<file path="src/rtl/mem_access_stage.sv">
// MEM pipeline stage between the EX/MEM and MEM/WB registers.
// Decodes loads and stores and runs a req/gnt/rvalid data-memory transaction.
// Load data is lane-aligned and then sign- or zero-extended.
// Upstream is stalled until the access completes.
// Non-memory ops, and misaligned memory ops, pass through in a single cycle.
module mem_access_stage #(
   parameter logic [5:0] ID_LB  = 6'd23,
   parameter logic [5:0] ID_LH  = 6'd24,
   parameter logic [5:0] ID_LW  = 6'd25,
   parameter logic [5:0] ID_LBU = 6'd26,
   parameter logic [5:0] ID_LHU = 6'd27,
   parameter logic [5:0] ID_SB  = 6'd28,
   parameter logic [5:0] ID_SH  = 6'd29,
   parameter logic [5:0] ID_SW  = 6'd30
) (
   input  logic        clk,
   input  logic        rst,
   input  logic        valid_in,
   input  logic [5:0]  instr_id_in,
   input  logic [4:0]  rd_addr_in,
   input  logic        rd_valid_in,
   input  logic [31:0] mem_addr_in,
   input  logic [31:0] store_data_in,
   input  logic [31:0] alu_result_in,
   output logic        stall_out,
   output logic        dmem_req,
   output logic        dmem_we,
   output logic [31:0] dmem_addr,
   output logic [31:0] dmem_wdata,
   output logic [3:0]  dmem_be,
   input  logic        dmem_gnt,
   input  logic        dmem_rvalid,
   input  logic [31:0] dmem_rdata,
   output logic        valid_out,
   output logic [4:0]  rd_addr_out,
   output logic        rd_valid_out,
   output logic [31:0] rd_data_out,
   output logic        misaligned_out,
   output logic [31:0] fault_addr_out
);

   localparam logic [1:0] IDLE = 2'd0;
   localparam logic [1:0] REQ  = 2'd1;
   localparam logic [1:0] WAIT = 2'd2;

   localparam logic [1:0] SIZE_BYTE = 2'd0;
   localparam logic [1:0] SIZE_HALF = 2'd1;
   localparam logic [1:0] SIZE_WORD = 2'd2;

   logic [1:0]  state_q, state_d;

   // Transaction context captured in IDLE and held until completion
   logic        we_q, we_d;
   logic [31:0] addr_q, addr_d;
   logic [31:0] wdata_q, wdata_d;
   logic [3:0]  be_q, be_d;
   logic [1:0]  offset_q, offset_d;
   logic [1:0]  size_q, size_d;
   logic        sext_q, sext_d;
   logic [4:0]  rdAddr_q, rdAddr_d;
   logic        rdValid_q, rdValid_d;

   // Registered results toward MEM/WB
   logic        valid_q, valid_d;
   logic [4:0]  rdAddrOut_q, rdAddrOut_d;
   logic        rdValidOut_q, rdValidOut_d;
   logic [31:0] rdData_q, rdData_d;
   logic        misaligned_q, misaligned_d;
   logic [31:0] faultAddr_q, faultAddr_d;

   // Decode results of the instruction currently in the EX/MEM slot
   logic        isLoad;
   logic        isStore;
   logic [1:0]  opSize;
   logic        opSext;
   logic        memOp;
   logic        addrMisaligned;
   logic        alignedMemOp;
   logic [31:0] laneWdata;
   logic [3:0]  laneBe;
   logic        complete;
   logic [7:0]  loadByte;
   logic [15:0] loadHalf;
   logic [31:0] loadData;

   // Classify the incoming instr_id into load/store, access size and extension
   always_comb begin
      isLoad  = 1'b0;
      isStore = 1'b0;
      opSize  = SIZE_WORD;
      opSext  = 1'b0;
      case (instr_id_in)
         ID_LB: begin
            isLoad = 1'b1;
            opSize = SIZE_BYTE;
            opSext = 1'b1;
         end
         ID_LH: begin
            isLoad = 1'b1;
            opSize = SIZE_HALF;
            opSext = 1'b1;
         end
         ID_LW: begin
            isLoad = 1'b1;
            opSize = SIZE_WORD;
         end
         ID_LBU: begin
            isLoad = 1'b1;
            opSize = SIZE_BYTE;
         end
         ID_LHU: begin
            isLoad = 1'b1;
            opSize = SIZE_HALF;
         end
         ID_SB: begin
            isStore = 1'b1;
            opSize  = SIZE_BYTE;
         end
         ID_SH: begin
            isStore = 1'b1;
            opSize  = SIZE_HALF;
         end
         ID_SW: begin
            isStore = 1'b1;
            opSize  = SIZE_WORD;
         end
         default: begin
            isLoad  = 1'b0;
            isStore = 1'b0;
         end
      endcase
   end

   // Alignment check: halves need addr[0]=0, words need addr[1:0]=0, bytes always fit
   always_comb begin
      memOp          = isLoad | isStore;
      addrMisaligned = 1'b0;
      if (memOp) begin
         if (opSize == SIZE_HALF)
            addrMisaligned = mem_addr_in[0];
         else if (opSize == SIZE_WORD)
            addrMisaligned = (mem_addr_in[1:0] != 2'b00);
      end
      alignedMemOp = valid_in & memOp & ~addrMisaligned;
   end

   // Store data is replicated across every lane the access could hit; byte enables pick the lane
   always_comb begin
      laneWdata = store_data_in;
      laneBe    = 4'hF;
      if (isStore) begin
         case (opSize)
            SIZE_BYTE: begin
               laneWdata = {4{store_data_in[7:0]}};
               laneBe    = 4'b0001 << mem_addr_in[1:0];
            end
            SIZE_HALF: begin
               laneWdata = {2{store_data_in[15:0]}};
               laneBe    = 4'b0011 << mem_addr_in[1:0];
            end
            default: begin
               laneWdata = store_data_in;
               laneBe    = 4'hF;
            end
         endcase
      end
   end

   // A store finishes on its grant; a load finishes on rvalid, which is only honoured in WAIT
   always_comb begin
      complete = ((state_q == REQ) & dmem_gnt & we_q) |
                 ((state_q == WAIT) & dmem_rvalid);
   end

   // Pick the addressed byte/halfword out of the returned word and extend it
   always_comb begin
      case (offset_q)
         2'd0:    loadByte = dmem_rdata[7:0];
         2'd1:    loadByte = dmem_rdata[15:8];
         2'd2:    loadByte = dmem_rdata[23:16];
         default: loadByte = dmem_rdata[31:24];
      endcase
      loadHalf = offset_q[1] ? dmem_rdata[31:16] : dmem_rdata[15:0];
      case (size_q)
         SIZE_BYTE: loadData = {{24{sext_q & loadByte[7]}}, loadByte};
         SIZE_HALF: loadData = {{16{sext_q & loadHalf[15]}}, loadHalf};
         default:   loadData = dmem_rdata;
      endcase
   end

   // Upstream holds while an aligned memory op occupies the slot and has not completed.
   // A load thus occupies the slot for at least IDLE, REQ and WAIT; a store for IDLE and REQ.
   always_comb begin
      stall_out = alignedMemOp & ~complete;
   end

   // FSM and result sequencing; valid_out is a bubble on any cycle that does not finish an op
   always_comb begin
      state_d      = state_q;
      we_d         = we_q;
      addr_d       = addr_q;
      wdata_d      = wdata_q;
      be_d         = be_q;
      offset_d     = offset_q;
      size_d       = size_q;
      sext_d       = sext_q;
      rdAddr_d     = rdAddr_q;
      rdValid_d    = rdValid_q;
      valid_d      = 1'b0;
      rdAddrOut_d  = rdAddrOut_q;
      rdValidOut_d = 1'b0;
      rdData_d     = rdData_q;
      misaligned_d = 1'b0;
      faultAddr_d  = faultAddr_q;
      case (state_q)
         IDLE: begin
            if (alignedMemOp) begin
               state_d   = REQ;
               we_d      = isStore;
               addr_d    = {mem_addr_in[31:2], 2'b00};
               wdata_d   = laneWdata;
               be_d      = laneBe;
               offset_d  = mem_addr_in[1:0];
               size_d    = opSize;
               sext_d    = opSext;
               rdAddr_d  = rd_addr_in;
               rdValid_d = rd_valid_in;
            end else if (valid_in && memOp) begin
               valid_d      = 1'b1;
               rdAddrOut_d  = rd_addr_in;
               rdValidOut_d = 1'b0;
               rdData_d     = 32'd0;
               misaligned_d = 1'b1;
               faultAddr_d  = mem_addr_in;
            end else if (valid_in) begin
               valid_d      = 1'b1;
               rdAddrOut_d  = rd_addr_in;
               rdValidOut_d = rd_valid_in;
               rdData_d     = alu_result_in;
            end
         end
         REQ: begin
            if (dmem_gnt) begin
               if (we_q) begin
                  state_d      = IDLE;
                  valid_d      = 1'b1;
                  rdAddrOut_d  = rdAddr_q;
                  rdValidOut_d = 1'b0;
               end else begin
                  state_d = WAIT;
               end
            end
         end
         WAIT: begin
            if (dmem_rvalid) begin
               state_d      = IDLE;
               valid_d      = 1'b1;
               rdAddrOut_d  = rdAddr_q;
               rdValidOut_d = rdValid_q;
               rdData_d     = loadData;
            end
         end
         default: begin
            state_d = IDLE;
         end
      endcase
   end

   // State and output registers; reset drops any in-flight request immediately
   always_ff @(posedge clk or posedge rst) begin
      if (rst) begin
         state_q      <= IDLE;
         we_q         <= 1'b0;
         addr_q       <= 32'd0;
         wdata_q      <= 32'd0;
         be_q         <= 4'd0;
         offset_q     <= 2'd0;
         size_q       <= SIZE_BYTE;
         sext_q       <= 1'b0;
         rdAddr_q     <= 5'd0;
         rdValid_q    <= 1'b0;
         valid_q      <= 1'b0;
         rdAddrOut_q  <= 5'd0;
         rdValidOut_q <= 1'b0;
         rdData_q     <= 32'd0;
         misaligned_q <= 1'b0;
         faultAddr_q  <= 32'd0;
      end else begin
         state_q      <= state_d;
         we_q         <= we_d;
         addr_q       <= addr_d;
         wdata_q      <= wdata_d;
         be_q         <= be_d;
         offset_q     <= offset_d;
         size_q       <= size_d;
         sext_q       <= sext_d;
         rdAddr_q     <= rdAddr_d;
         rdValid_q    <= rdValid_d;
         valid_q      <= valid_d;
         rdAddrOut_q  <= rdAddrOut_d;
         rdValidOut_q <= rdValidOut_d;
         rdData_q     <= rdData_d;
         misaligned_q <= misaligned_d;
         faultAddr_q  <= faultAddr_d;
      end
   end

   // Memory port is driven from the captured context so it stays stable until granted
   always_comb begin
      dmem_req   = (state_q == REQ);
      dmem_we    = we_q;
      dmem_addr  = addr_q;
      dmem_wdata = wdata_q;
      dmem_be    = be_q;
   end

   // Result outputs come straight from their registers
   always_comb begin
      valid_out      = valid_q;
      rd_addr_out    = rdAddrOut_q;
      rd_valid_out   = rdValidOut_q;
      rd_data_out    = rdData_q;
      misaligned_out = misaligned_q;
      fault_addr_out = faultAddr_q;
   end

endmodule
</file>
<file path="config.mk">
export PLATFORM = sky130hd
export DESIGN_NAME = mem_access_stage
export DESIGN_NICKNAME = d
export VERILOG_FILES = /design/src/rtl/mem_access_stage.sv
export SDC_FILE = /design/constraint.sdc
export NUM_CORES = 1
export LEC_CHECK = 0
export BUFFER_PORTS_ARGS = -buffer_cell sky130_fd_sc_hd__buf_2
export CORE_MARGIN = 2
export CORE_UTILIZATION = 53
export CTS_CLUSTER_DIAMETER = 120
export CTS_CLUSTER_SIZE = 40
export DETAILED_ROUTE_END_ITERATION = 8
export PLACE_DENSITY = 0.86
export SYNTH_ARGS = -nofsm -noshare
export SYNTH_HDL_FRONTEND = slang
export SYNTH_SLANG_ARGS = --single-unit
</file>
<file path="constraint.sdc">
create_clock -name clk -period 6.8 [get_ports clk]
set_input_delay 0.68 -clock clk [delete_from_list [all_inputs] [get_ports clk]]
set_output_delay 0.68 -clock clk [all_outputs]
set_load 0.01 [all_outputs]
</file>
==> results.rst <==
.. list-table::
   :header-rows: 1

   * - Metric
     - Value
   * - Num CTS Buffers
     - 17
   * - GR Util All Layers
     - 0.2729
   * - Via density
     - 5.583
   * - Avg Inst Size Synth
     - 11.98 um^2
   * - Share of synthesized registers carrying an async set or reset
     - 1.000
   * - Final Wtd Congestion
     - 0.8738
   * - Die Width
     - 120.9 um
   * - Post-synthesis cell type count
     - 57
   * - Starting utilization of the core area
     - 0.5444
   * - Unrepaired setup endpoints after global routing
     - false
   * - Number of nets still failing antenna checks after routing
     - 0
   * - Highest achievable clock rate
     - 317.4 MHz
   * - Routed len/inst
     - 18.64 um
   * - Top flip-flop cell by instance count after synthesis
     - sky130_fd_sc_hd__dfrtp_1
   * - Total number of vias
     - 5968
   * - Via count of the first global-routing pass
     - 5913
   * - Maxcap violations
     - 0
   * - CTS Sinks
     - 152
   * - Cell area after synthesis
     - 7238 um^2
   * - Core region area
     - 13300 um^2
   * - Post-route design area
     - 9354 um^2
   * - Setup fix buffers added after clock tree synthesis
     - 0
   * - Source of the critical timing path
     - state_q[0]
   * - Post-detailed-routing wire length
     - 19930 um
   * - Clock root buffer
     - sky130_fd_sc_hd__clkbuf_16
   * - Site Rows
     - 42
   * - First-pass GRT wire length
     - 30590 um
   * - Sequential element share of the synthesized area
     - 0.5255
   * - R2R Path Start
     - state_q[0]
   * - Count of mapped cells out of synthesis
     - 604
   * - Non-filler cells in the finished layout
     - 1069
   * - Critical path launch point type
     - flop
   * - Period minus WS final
     - 3151 ps
   * - Final setup violation count
     - 0
   * - Worst min path class
     - input pin to asynchronous set/reset pin
   * - Data required time at the worst endpoint
     - 7160 ps
   * - Worst R2R Setup Slack
     - 3650 ps
   * - Transition time of the tightest slew-check pin
     - 1069 ps
   * - DRC violation count after routing
     - 0
   * - Endpoint of the worst register-to-register path
     - rd_data_out[30]
   * - GRT overflow
     - 0
   * - Clock tree buffer depth
     - 2
   * - Worst Setup End Kind
     - flop
   * - Outcome
     - finished clean
   * - CTS hold repair buffers
     - 0
   * - PD cells
     - 443.9 nW/um^2
   * - Area after detailed placement
     - 8768 um^2
   * - Number of antenna violations at the first check in global routing
     - 2
   * - Gate power share
     - 0.398
   * - Number of gates resized after CTS
     - 0
   * - Part of the total power dissipated in sequential elements
     - 0.378
   * - Part of the total power dissipated in the clock network
     - 0.225
   * - Layout cells sized above 1
     - 0.5045
   * - Path depth of the worst reg2reg path
     - 6
   * - Critical path start-end classification
     - flop to flop
   * - Number of nets in the final layout
     - 1028
   * - Maximum number of pins on one net before global-route repair
     - 81
   * - Die Outline Area
     - 14610 um^2
   * - Top Ports
     - 288
   * - Port-buffer cells
     - 285
   * - Sw Share
     - 0.3533
   * - Worst IR drop on VDD
     - 245.9 uV
   * - Number of detailed-routing iterations run before antenna repair
     - 4
   * - Max-slew headroom
     - 0.2850
   * - Max FO, Critical Path
     - 18
   * - 1st-iter DRT viols
     - 380
   * - H-tree levels
     - 4
   * - LEAKAGE
     - 0.004723 uW
   * - Termination of the worst setup path
     - rd_data_out[30]
   * - Number of cells in the design after placement
     - 1036
   * - Reported net switching power
     - 1467 uW
   * - Die H
     - 120.9 um
   * - Final hold vios
     - 0
   * - Number of flops mapped to enable cells by yosys
     - 0
   * - Yosys reg bits
     - 152
   * - Final Skew
     - 8.800 ps
   * - Setup TNS
     - 0 ps
   * - Arrival time reported for the critical path endpoint
     - 3510 ps
   * - Fin. max-slew vios
     - 0
   * - DP HPWL
     - 14610 um
   * - Clk Latency, worst-skew pair
     - 420 ps
   * - TritonCTS clock tree
     - built
   * - Cell internal pwr
     - 2685 uW
   * - Yosys warnings
     - 0
   * - Synthesis-to-layout area growth
     - 29.23%
   * - Clock input transition at the sequential cells of the worst setup and hold paths
     - 60 ps
   * - Portion of the clock cycle consumed by the worst path in the final layout
     - 0.4634
   * - Power after layout
     - 4152 uW
   * - Final core utilization
     - 0.7036
## kinds of logic (layout without fill, tap and decap cells)
family                     count (synthesis)  in the layout  synth area share
and+or+nand+nor                          109            109           0.07537
other                                      1              3         0.0005181
AOI/OAI and AO/OA                        138            138            0.1331
buffers and inverters                     58            345           0.03993
muxes                                    140            140            0.2152
xor gates and xnor gates                   2              2          0.003458
DFF                                      152            152            0.5255
adders and majority gates                  4              4          0.006915
## placed cells by master, fill, tap and decap left out, types with 3 or more instances in the layout
master                       Yosys  routed
sky130_fd_sc_hd__nor2_1         16      16
sky130_fd_sc_hd__and3_1          3       3
sky130_fd_sc_hd__clkbuf_1       17       3
sky130_fd_sc_hd__a21oi_1        29      29
sky130_fd_sc_hd__a22oi_1        16      16
sky130_fd_sc_hd__inv_1          17      16
sky130_fd_sc_hd__nand2_1        47      47
sky130_fd_sc_hd__buf_2          14     285
sky130_fd_sc_hd__mux2i_1        24      24
sky130_fd_sc_hd__clkbuf_16       0      17
sky130_fd_sc_hd__nand2b_1       11      11
sky130_fd_sc_hd__clkinvlp_4      0       3
sky130_fd_sc_hd__a22o_1          8       8
sky130_fd_sc_hd__dfrtp_1       152     152
sky130_fd_sc_hd__ha_1            4       4
sky130_fd_sc_hd__o21ai_0        38      38
sky130_fd_sc_hd__nand3_1        11      11
sky130_fd_sc_hd__mux2_2        113     113
sky130_fd_sc_hd__a221o_1        16      16
sky130_fd_sc_hd__o31ai_1        10      10
sky130_fd_sc_hd__buf_4           2      10
sky130_fd_sc_hd__or3_1           8       8
## sequential cells by signal, summed over array words and instances, names as in the netlist
register,flops
state_q,2
dmem_wdata,32
offset_q,2
rdAddr_q,5
dmem_addr,30
rd_valid_out,1
size_q,2
valid_out,1
misaligned_out,1
sext_q,1
rd_addr_out,5
fault_addr_out,32
rdValid_q,1
rd_data_out,32
dmem_be,4
dmem_we,1
## through the flow
| step | setup slack (ps) | hold WS, ps |
|---|---|---|
| 3_3_place_gp | 3570 | 457.1 |
| 4_1_cts | 3641 | 391.2 |
| 5_1_grt | 3400 | 416.6 |
| 3_5_place_dp | 3515 | 464.3 |
| 2_1_floorplan | 2027 | 453.4 |
| 6_report | 3649 | 368.1 |
## power by group through the flow
stage | clock network [uW] | logic, uW | registers, uW
detailed placement | 0 | 1650 | 1570
floorplan | 0 | 845 | 1730
global route | 981 | 1790 | 1610
finish | 933 | 1650 | 1570
CTS | 943 | 1660 | 1570
global placement | 0 | 1610 | 1550
## layout make-up
| cell class | count | area [um^2] |
|---|---|---|
| fillers | 969 | 3941 |
| flip-flops and latches | 152 | 3804 |
| multi-input cells | 395 | 3171 |
| repair buffers | 295 | 1501 |
| clock buffers | 22 | 464.2 |
| well taps | 176 | 220.2 |
| clock inverters | 10 | 118.9 |
| inverters | 18 | 72.57 |
| diodes | 1 | 2.502 |
## per-layer routing
layer | vias up | part of all wire | track usage
met3 | 47 | 0.088 | 0.08271
met1 | 2892 | 0.38 | 0.3146
met4 | 2 | 0.035 | 0.1163
li1 | 2747 | - | -
met2 | 280 | 0.50 | 0.4702
met5 | - | 0.00085 | 0
## synth_stat cells (2+ instances only)
library cell / number / share of area
sky130_fd_sc_hd__a21oi_1: 29 / 0.020
sky130_fd_sc_hd__a221o_1: 16 / 0.022
sky130_fd_sc_hd__a22o_1: 8 / 0.0097
sky130_fd_sc_hd__a22oi_1: 16 / 0.017
sky130_fd_sc_hd__and3_1: 3 / 0.0026
sky130_fd_sc_hd__buf_2: 14 / 0.0097
sky130_fd_sc_hd__buf_4: 2 / 0.0021
sky130_fd_sc_hd__buf_6: 6 / 0.0093
sky130_fd_sc_hd__clkbuf_1: 17 / 0.0088
sky130_fd_sc_hd__dfrtp_1: 152 / 0.53
sky130_fd_sc_hd__ha_1: 4 / 0.0069
sky130_fd_sc_hd__inv_1: 17 / 0.0088
sky130_fd_sc_hd__mux2_1: 2 / 0.0031
sky130_fd_sc_hd__mux2_2: 113 / 0.18
sky130_fd_sc_hd__mux2i_1: 24 / 0.033
sky130_fd_sc_hd__nand2_1: 47 / 0.024
sky130_fd_sc_hd__nand2b_1: 11 / 0.0095
sky130_fd_sc_hd__nand3_1: 11 / 0.0076
sky130_fd_sc_hd__nor2_1: 16 / 0.0083
sky130_fd_sc_hd__nor2b_1: 2 / 0.0017
sky130_fd_sc_hd__o211ai_1: 2 / 0.0021
sky130_fd_sc_hd__o21ai_0: 38 / 0.026
sky130_fd_sc_hd__o21ai_1: 3 / 0.0021
sky130_fd_sc_hd__o22ai_1: 2 / 0.0017
sky130_fd_sc_hd__o31ai_1: 10 / 0.010
sky130_fd_sc_hd__or3_1: 8 / 0.0069
## worst min-delay path by stage
stage | from | to | slack, ps | cells after the start
2_1_floorplan | rdValid_q | rd_valid_out | 450 | 2
3_3_place_gp | dmem_wdata[9] | dmem_wdata[9] | 460 | 2
3_5_place_dp | dmem_wdata[29] | dmem_wdata[29] | 460 | 2
4_1_cts | rst | dmem_addr[9] | 390 | 2
5_1_grt | rst | fault_addr_out[7] | 420 | 2
6_report | rst | fault_addr_out[9] | 370 | 2
## critical path, cell delays in order, from the launching register on
cell and delay [ps]:
sky130_fd_sc_hd__dfrtp_1 400, sky130_fd_sc_hd__inv_1 110, sky130_fd_sc_hd__ha_1 550, sky130_fd_sc_hd__clkinv_1 600, sky130_fd_sc_hd__nor2_1 980, sky130_fd_sc_hd__a221o_1 300, sky130_fd_sc_hd__mux2_2 150
No activity file was read; power rests on OpenSTA's default activity.
